### src/rtl/deck_pkg.sv
// Shared types and card helpers for the deck dealer.
// Card index idx encodes suit = idx/13 and rank = idx%13 + 1.
package deck_pkg;

   typedef enum logic [1:0] {
      INIT,
      SHUFFLE,
      READY
   } state_t;

   localparam int          DECK_SIZE = 52;
   localparam int          RANKS     = 13;
   localparam logic [15:0] LFSR_TAPS = 16'hB400;

   function automatic logic [1:0] idx_to_suit(input logic [5:0] idx);
      if (idx >= 6'(3 * RANKS)) return 2'd3;
      if (idx >= 6'(2 * RANKS)) return 2'd2;
      if (idx >= 6'(RANKS))     return 2'd1;
      return 2'd0;
   endfunction

   function automatic logic [3:0] idx_to_rank(input logic [5:0] idx);
      return 4'(idx - 6'(idx_to_suit(idx)) * 6'(RANKS) + 6'd1);
   endfunction

   function automatic logic [3:0] rank_to_value(input logic [3:0] rank);
      return (rank > 4'd10) ? 4'd10 : rank;
   endfunction

endpackage

### src/rtl/lfsr16.sv
// 16-bit Galois LFSR, free-running outside reset.
// Shared by the random sources of the game.
module lfsr16
   import deck_pkg::*;
#(
   parameter logic [15:0] SEED = 16'hACE1
) (
   input  logic        CLOCK_50,
   input  logic        reset,
   output logic [15:0] q
);

   logic [15:0] q_q;
   logic [15:0] q_d;

   always_comb begin
      q_d = q_q >> 1;
      if (q_q[0]) q_d = q_d ^ LFSR_TAPS;
   end

   always_ff @(posedge CLOCK_50) begin
      if (reset) q_q <= SEED;
      else       q_q <= q_d;
   end

   assign q = q_q;

endmodule

### src/rtl/deck_dealer.sv
// 52-card deck: ordered init, LFSR swap shuffle, one card per request.
// All outputs come straight from flops.
module deck_dealer
   import deck_pkg::*;
#(
   parameter int          SHUFFLE_LIMIT = 104,
   parameter logic [15:0] LFSR_SEED     = 16'hACE1
) (
   input  logic       CLOCK_50,
   input  logic       reset,
   input  logic       shuffle_req,
   input  logic       card_req,
   output logic       ready,
   output logic       card_valid,
   output logic [3:0] card_rank,
   output logic [1:0] card_suit,
   output logic [3:0] card_value,
   output logic [5:0] cards_left,
   output logic       deck_empty
);

   localparam logic [15:0] LIMIT = 16'(SHUFFLE_LIMIT);
   localparam logic [5:0]  LAST  = 6'(DECK_SIZE - 1);
   localparam logic [5:0]  FULL  = 6'(DECK_SIZE);

   logic [15:0] lfsr;
   logic [5:0]  r;
   logic        lfsr_unused;

   lfsr16 #(.SEED(LFSR_SEED)) u_lfsr (
      .CLOCK_50 (CLOCK_50),
      .reset    (reset),
      .q        (lfsr)
   );

   assign r           = lfsr[5:0];
   assign lfsr_unused = ^lfsr[15:6];

   state_t      state_q, state_d;
   logic [5:0]  deck_q [DECK_SIZE];
   logic [5:0]  deck_d [DECK_SIZE];
   logic [5:0]  i_q, i_d;
   logic [5:0]  ptr_q, ptr_d;
   logic [15:0] swap_q, swap_d;
   logic        ready_q, ready_d;
   logic        valid_q, valid_d;
   logic [3:0]  rank_q, rank_d;
   logic [1:0]  suit_q, suit_d;
   logic [3:0]  value_q, value_d;
   logic [5:0]  left_q, left_d;
   logic        empty_q, empty_d;

   always_comb begin
      state_d = state_q;
      deck_d  = deck_q;
      i_d     = i_q;
      ptr_d   = ptr_q;
      swap_d  = swap_q;
      valid_d = 1'b0;
      rank_d  = rank_q;
      suit_d  = suit_q;
      value_d = value_q;
      left_d  = left_q;

      unique case (state_q)
         INIT: begin
            deck_d[i_q] = i_q;
            if (i_q == LAST) begin
               i_d     = '0;
               swap_d  = '0;
               state_d = SHUFFLE;
            end else begin
               i_d = i_q + 6'd1;
            end
         end
         SHUFFLE: begin
            if (swap_q == LIMIT) begin
               state_d = READY;
               ptr_d   = '0;
               left_d  = FULL;
            end else if (r < FULL) begin
               // r == i_q degenerates to a no-op swap
               deck_d[i_q] = deck_q[r];
               deck_d[r]   = deck_q[i_q];
               i_d         = (i_q == LAST) ? 6'd0 : i_q + 6'd1;
               swap_d      = swap_q + 16'd1;
            end
         end
         READY: begin
            if (shuffle_req) begin
               state_d = INIT;
               i_d     = '0;
            end else if (card_req && ptr_q < FULL) begin
               valid_d = 1'b1;
               rank_d  = idx_to_rank(deck_q[ptr_q]);
               suit_d  = idx_to_suit(deck_q[ptr_q]);
               value_d = rank_to_value(idx_to_rank(deck_q[ptr_q]));
               ptr_d   = ptr_q + 6'd1;
               left_d  = left_q - 6'd1;
            end
         end
         default: state_d = INIT;
      endcase

      ready_d = (state_d == READY);
      empty_d = (state_d == READY) && (left_d == 6'd0);
   end

   always_ff @(posedge CLOCK_50) begin
      if (reset) begin
         state_q <= INIT;
         deck_q  <= '{default: '0};
         i_q     <= '0;
         ptr_q   <= '0;
         swap_q  <= '0;
         ready_q <= 1'b0;
         valid_q <= 1'b0;
         rank_q  <= '0;
         suit_q  <= '0;
         value_q <= '0;
         left_q  <= '0;
         empty_q <= 1'b0;
      end else begin
         state_q <= state_d;
         deck_q  <= deck_d;
         i_q     <= i_d;
         ptr_q   <= ptr_d;
         swap_q  <= swap_d;
         ready_q <= ready_d;
         valid_q <= valid_d;
         rank_q  <= rank_d;
         suit_q  <= suit_d;
         value_q <= value_d;
         left_q  <= left_d;
         empty_q <= empty_d;
      end
   end

   assign ready      = ready_q;
   assign card_valid = valid_q;
   assign card_rank  = rank_q;
   assign card_suit  = suit_q;
   assign card_value = value_q;
   assign cards_left = left_q;
   assign deck_empty = empty_q;

endmodule

### config.mk
export PLATFORM = sky130hd
export DESIGN_NAME = deck_dealer
export DESIGN_NICKNAME = d
export VERILOG_FILES = /design/src/rtl/deck_pkg.sv /design/src/rtl/lfsr16.sv /design/src/rtl/deck_dealer.sv
export SDC_FILE = /design/constraint.sdc
export NUM_CORES = 1
export LEC_CHECK = 0
export BUFFER_PORTS_ARGS = -buffer_cell sky130_fd_sc_hd__buf_2
export CORE_UTILIZATION = 25
export DETAILED_ROUTE_END_ITERATION = 10
export PLACE_DENSITY_LB_ADDON = 0.08
export SKIP_LAST_GASP = 1
export SLEW_MARGIN = 20
export SYNTH_ARGS = -nofsm -noshare
export SYNTH_HDL_FRONTEND = slang
export SYNTH_SLANG_ARGS = --single-unit
### constraint.sdc
create_clock -name CLOCK_50 -period 3.5 [get_ports CLOCK_50]
set_clock_uncertainty 0.05 [all_clocks]
set_input_delay 0.525 -clock CLOCK_50 [delete_from_list [all_inputs] [get_ports CLOCK_50]]
set_output_delay 0.525 -clock CLOCK_50 [all_outputs]
set_load 0.005 [all_outputs]
==> reports/results.ini, run 1 <==
[run_status]
outcome = finished with violations
violations = negative setup slack

[routing]
vias = 33610
drtPass1Iterations = 8
wirelength_mm = 208
avgRoutedWirePerCell_um = 39.9
drt_iter0_drc = 5823
vias_per_cell = 6.44
ant_nets = 0
drc = 0

[timing]
setup_viol = 24
slew_violations = 0
setup_tns_ns = -3.61
holdWs_ns = 0.295
max_freq_mhz = 251
tightest_slew_ns = 1.04
period_share_pct = 114
hold_violations = 0
rsz0062_at_grt = yes
relSlewSlack_pct = 30.3
min_period_ns = 3.98
worst_slack_ns = -0.476

[min_path]
hp-class = input port to flip-flop
whs_path_depth = 2

[global_routing]
grt_pass1_vias = 31948
grt_use_total_pct = 39.5
antenna_found_initial = 16
overflow = 0
grt_start_max_net_pins = 93
grt_pass1_wl_mm = 279

[yosys]
synth_top_area_share_pct = 30.1
synth_nets = 3159
syn_area_um2 = 25100
yosys.area.top_type = dfxtp_1
ys_ff_latch = 377
synth_warnings = 0
synthTopCellsByArea = dfxtp_1, a22oi_1, mux4_2
synth_enable_flop_cells = 0
synthCells = 3141
synth-main-ff-cell = dfxtp_1
ys_seq_area_share_pct = 30.1
avgSynthCellArea_um2 = 7.99
async_flop_share_pct = 0
ys_types = 91

[die]
dieArea_um2 = 102000
core-area_um2 = 98900
die_y_um = 319
fp.dieW_um = 319
initial_core_util_pct = 25.4
row_count = 115
top_level_ports = 23

[worst_setup_path]
r2r-start = ptr_q[1]
crit_end = card_value[2]
crit_path_start = ptr_q[1]
critical_path.max_fanout = 8
worstPathRequired_ns = 4.02
critPathLaunchType = flip-flop
crit_type = flip-flop to flip-flop
rr_endpoint = card_value[2]
worstPathArrival_ns = 4.49
end_kind = flip-flop
r2r.worst_path.cells = 18
rrSetupSlack_ns = -0.48

[placed_design]
place_ws_ns = -0.775
portBuffers = 22
placed_area_um2 = 33600
dp_hpwl_mm = 158
routabilityCongestion = 1.04

[pwr]
power_density_nw_per_um2 = 308
ir_drop_v = 0.000379
leakagePower_nw = 13.3

[cells_and_area]
finalNetCount = 3909
seq_area_um2 = 7580
multi_input_area_um2 = 16600
syn2layout_area_growth_pct = 46.2
stdcell_area_um2 = 36700
final.fill_count = 10276
drive_gt1_share_pct = 33.9

[clock_tree]
cts_buffers = 52
clk_latency_ns = 0.66
cts.path.max_buffers = 3
cts_hold_buf = 0
clkTransAtPathRegs_ns = 0.06
root_buffer = clkbuf_16
htreeDepth = 2
cts_sinks = 377
cts_tree = built

[run]
maxCapViolCount = 0

sequential cells by signal (all words and copies together), names as in the netlist:
signal	count
card_suit	2
cards_left	6
i_q	6
swap_q	16
u_lfsr.q	16
ptr_q	6
card_rank	4
card_value	4
card_valid	1
state_q	2
deck_q	312
deck_empty	1
ready	1
how the worst min path moves through the flow:
stage / start / to / slack [ns]
finish: reset / swap_q[0] / 0.29
global placement: u_lfsr.q[6] / u_lfsr.q[5] / 0.34
global route: reset / swap_q[0] / 0.29
CTS: reset / swap_q[0] / 0.25
floorplan: u_lfsr.q[12] / u_lfsr.q[11] / 0.34
detailed placement: u_lfsr.q[12] / u_lfsr.q[11] / 0.35
cell type report:
class                      instances  share of cell area, %
clock inverter                    19                  0.427
timing repair buffer             986                   24.4
clock buffer                      75                   4.20
inverter                          70                  0.727
sequential                       377                   20.7
antenna                            2                 0.0136
multi-input combinational       2404                   45.2
tap                             1287                   4.39
kinds of logic after synthesis:
family | count (synthesis) | share of synthesized area [%]
AO/OA/AOI/OAI | 1170 | 33.6
XOR/XNOR | 24 | 0.838
adder cells (fa/ha/maj) | 14 | 0.728
buffers and inverters | 360 | 6.34
flip-flops | 377 | 30.1
multiplexers | 126 | 8.88
AND/OR/NAND/NOR | 1070 | 19.5
cells in the mapped netlist, types with 16 or more instances:
library cell / count
a222oi_1: 78
buf_4: 16
dfxtp_1: 377
buf_1: 21
a21oi_1: 237
o32ai_1: 25
inv_1: 64
a211oi_1: 16
a221oi_1: 111
and2_1: 26
nand4_1: 29
nor2b_1: 26
o21ai_0: 116
a22oi_1: 314
nand3_1: 88
nor3_1: 85
buf_2: 95
a31oi_1: 43
nand2_1: 365
nor2_1: 329
and3_1: 20
clkbuf_1: 150
nor4_1: 16
mux2_2: 20
mux2i_1: 31
a22o_1: 50
o22ai_1: 30
mux4_2: 74
per-stage QoR:
stage	utilization, %	instances	total power (W)
after floorplan	-	3141	0.00486
after global placement	33.9	5061	0.00573
after detailed placement	33.9	5061	0.00572
after CTS	36.3	5177	0.0112
after global routing	37.1	5218	0.0115
final	37.1	5220	0.0113
where the power goes:
part           internal, W  switching (W)  total [W]  leakage, nW
clock network      0.00318        0.00235    0.00553        0.841
registers          0.00431      0.0000257    0.00434         3.05
logic             0.000466       0.000963    0.00143         9.37
total              0.00796        0.00334     0.0113         13.3
repair_timing:
action | in CTS | in global routing
buffers inserted | 20 | 39
gates cloned | 3 | 4
resized for setup | 74 | 93
pin swaps | 28 | 53
setup endpoints to repair | 90 | 117
cell usage in the layout, fill, tap and decap left out, types with 12 or more instances in the layout:
master / n
nand3_1: 84
dfxtp_1: 366
a22oi_2: 13
mux4_2: 74
a21oi_1: 225
buf_2: 21
and2_1: 22
clkbuf_8: 13
and3_1: 16
a211oi_1: 14
xnor2_1: 13
mux2_2: 18
clkbuf_16: 57
clkinv_2: 13
o211ai_1: 14
a222oi_1: 78
nand4_1: 29
a32oi_1: 12
nand2_1: 361
a221oi_1: 103
nor2_1: 325
mux2i_1: 27
nor2b_1: 26
o32ai_1: 25
a41oi_1: 12
a31oi_1: 41
o22ai_1: 29
a22o_1: 50
nor3_1: 83
buf_6: 30
buf_12: 103
a22oi_1: 301
nor4_1: 15
o21ai_0: 112
buf_4: 819
inv_1: 60
or2_2: 15
metal layers:
layer  track usage, %  up-vias  wire [um]
met1             51.4    16743      82600
met4             22.1       14      15000
li1                 -    13735          -
met3             10.6      604      24500
met2             58.6     2514      86100
met5                0        -        105
worst max-delay path, cell delays in order (launching register included):
cell      delay [ns]
dfxtp_4         0.38
buf_12          0.14
buf_12          0.15
buf_12          0.14
mux4_2          0.31
nand3_4         0.11
o211ai_1        0.11
nor2_2          0.09
or3_4           0.42
buf_4           0.15
a21oi_2         0.23
a221oi_4        0.12
ha_2            0.21
ha_4            0.16
fa_2            0.64
buf_4           0.14
buf_6           0.08
nand3_1         0.07
o21ai_1         0.16
Power figures use the tool's default switching activity.
==> inputs of run 2 (changes only) <==
Settings changed: BUFFER_PORTS_ARGS -buffer_cell sky130_fd_sc_hd__buf_2 to -buffer_cell sky130_fd_sc_hd__buf_4.
==> reports/results.ini, run 2 (synthesis gave the netlist of run 1 again) <==
[run_status]
outcome = finished with violations
violations = design-rule violations, negative setup slack

[die]
core-area_um2 = 98900
fp.dieW_um = 319
initial_core_util_pct = 25.4
top_level_ports = 23
dieArea_um2 = 102000
die_y_um = 319
row_count = 115

[placed_design]
dp.cells = 5022
portBuffers = 22
dp_hpwl_mm = 152
routabilityCongestion = 1.03
placed_area_um2 = 33300

[routing]
vias = 33797
drt_iter0_drc = 5373
drtPass1Iterations = 11
ant_nets = 0
drc = 1
avgRoutedWirePerCell_um = 39.4
wirelength_mm = 203
vias_per_cell = 6.55

[clock_tree]
clkTransAtPathRegs_ns = 0.06
htreeDepth = 2
root_buffer = clkbuf_16
clk_latency_ns = 0.70
cts_sinks = 377
cts_tree = built
cts.path.max_buffers = 3
cts_buffers = 52
cts_hold_buf = 0

[timing]
slew_violations = 0
rsz0062_at_grt = yes
worst_slack_ns = -0.415
tightest_slew_ns = 1.02
hold_violations = 0
max_freq_mhz = 255
setup_viol = 8
setup_tns_ns = -2.60
relSlewSlack_pct = 31.4
period_share_pct = 112
min_period_ns = 3.91

[worst_setup_path]
critPathBufInv = 3
worstPathArrival_ns = 4.45
cp_cell_sequence = buf_16 -> buf_4 -> mux4_2 -> a22oi_1 -> nand3_1 -> o211ai_1 -> buf_4 -> a21oi_2 -> a221oi_4 -> ha_2 -> ha_4 -> fa_2 -> nor4b_2 -> a21oi_1 -> o32ai_2
critical-path-max-stage-delay_ns = 0.55
critPathMostFrequentCell = buf_4
slowest_stage = mux4_2
worstPathRequired_ns = 4.04
critPathLaunchType = flip-flop
end_kind = flip-flop
critical_path.max_fanout = 11
crit_family = compound AO/OA/AOI/OAI gates
crit_type = flip-flop to flip-flop

[cells_and_area]
final_util_pct = 36.5
stdcell_count = 5161
mostFrequentLayoutCell = buf_4
drive_gt1_share_pct = 32.5
finalNetCount = 3850
stdcell_area_um2 = 36100
layout_common_cells = buf_4, dfxtp_1, nand2_1
largest_reg_flops = 312
syn2layout_area_growth_pct = 43.7
top_register = deck_q

[global_routing]
grt_start_max_net_pins = 110
grt_pass1_wl_mm = 271
grt_use_total_pct = 38.2
grt_pass1_vias = 31556
overflow = 0
antenna_found_initial = 20

[pwr]
ir_drop_v = 0.000328
finalPower_w = 0.0114
leakagePower_nw = 12.9
power_density_nw_per_um2 = 315

[min_path]
hp-class = input port to flip-flop

[run]
maxCapViolCount = 0

[run 2: cell count changes in the layout (fill, tap and decap cells not counted), sizes merged]
cell	previous run	this run
clkinvlp	4	1
buf	982	922
bufinv	2	4
diode	2	3
clkinv	18	19
[run 2: what timing repair did]
item,4_1_cts,5_1_grt
pin swaps,26,29
resized for setup,52,75
setup endpoints to repair,99,127
buffers inserted,24,15
cloned,1,5
hold endpoints to repair,0,0
[run 2: final cells by class]
class | instances | area, um^2
diodes | 3 | 7.51
clock buffers | 74 | 1500
clock inverters | 19 | 198
fillers | 10244 | 62800
inverters | 70 | 263
multi-input cells | 2404 | 16600
flip-flops and latches | 377 | 7570
well taps | 1287 | 1610
repair buffers | 927 | 8350
[run 2: per-layer routing]
metal / wire length [um] / track usage, % / part of all wire [%] / up-vias
met4: 16500 / 23.9 / 8.1 / 26
met5: 176 / 0 / 0.086 / -
li1: - / - / - / 13587
met3: 24100 / 11.0 / 12 / 746
met1: 79300 / 48.4 / 39 / 16691
met2: 83400 / 56.8 / 41 / 2747
[run 2: path summary, 6_finish.rpt]
check / from / endpoint / slack, ns / cells after the start
hold / removal: reset / cards_left[4] / 0.12 / 2
setup reg to reg: ptr_q[1] / card_value[0] / -0.41 / 15
hold reg to reg: u_lfsr.q[12] / u_lfsr.q[11] / 0.35 / 1
setup / recovery: ptr_q[1] / card_value[0] / -0.41 / 15
[run 2: power by group]
| group | internal (W) | switching, W | leakage [nW] | total [W] |
|---|---|---|---|---|
| logic | 0.000422 | 0.000915 | 9.02 | 0.00134 |
| clock network | 0.00324 | 0.00244 | 0.843 | 0.00567 |
| registers | 0.00431 | 0.0000265 | 3.05 | 0.00434 |
| total | 0.00797 | 0.00338 | 12.9 | 0.0114 |
[run 2: stage by stage]
step                hold slack (ns)  setup WS (ns)
finish                        0.115         -0.415
global route                  0.111         -0.511
CTS                          0.0910         -0.374
detailed placement            0.342         -0.672
global placement              0.343         -0.592
floorplan                     0.339        -0.0699
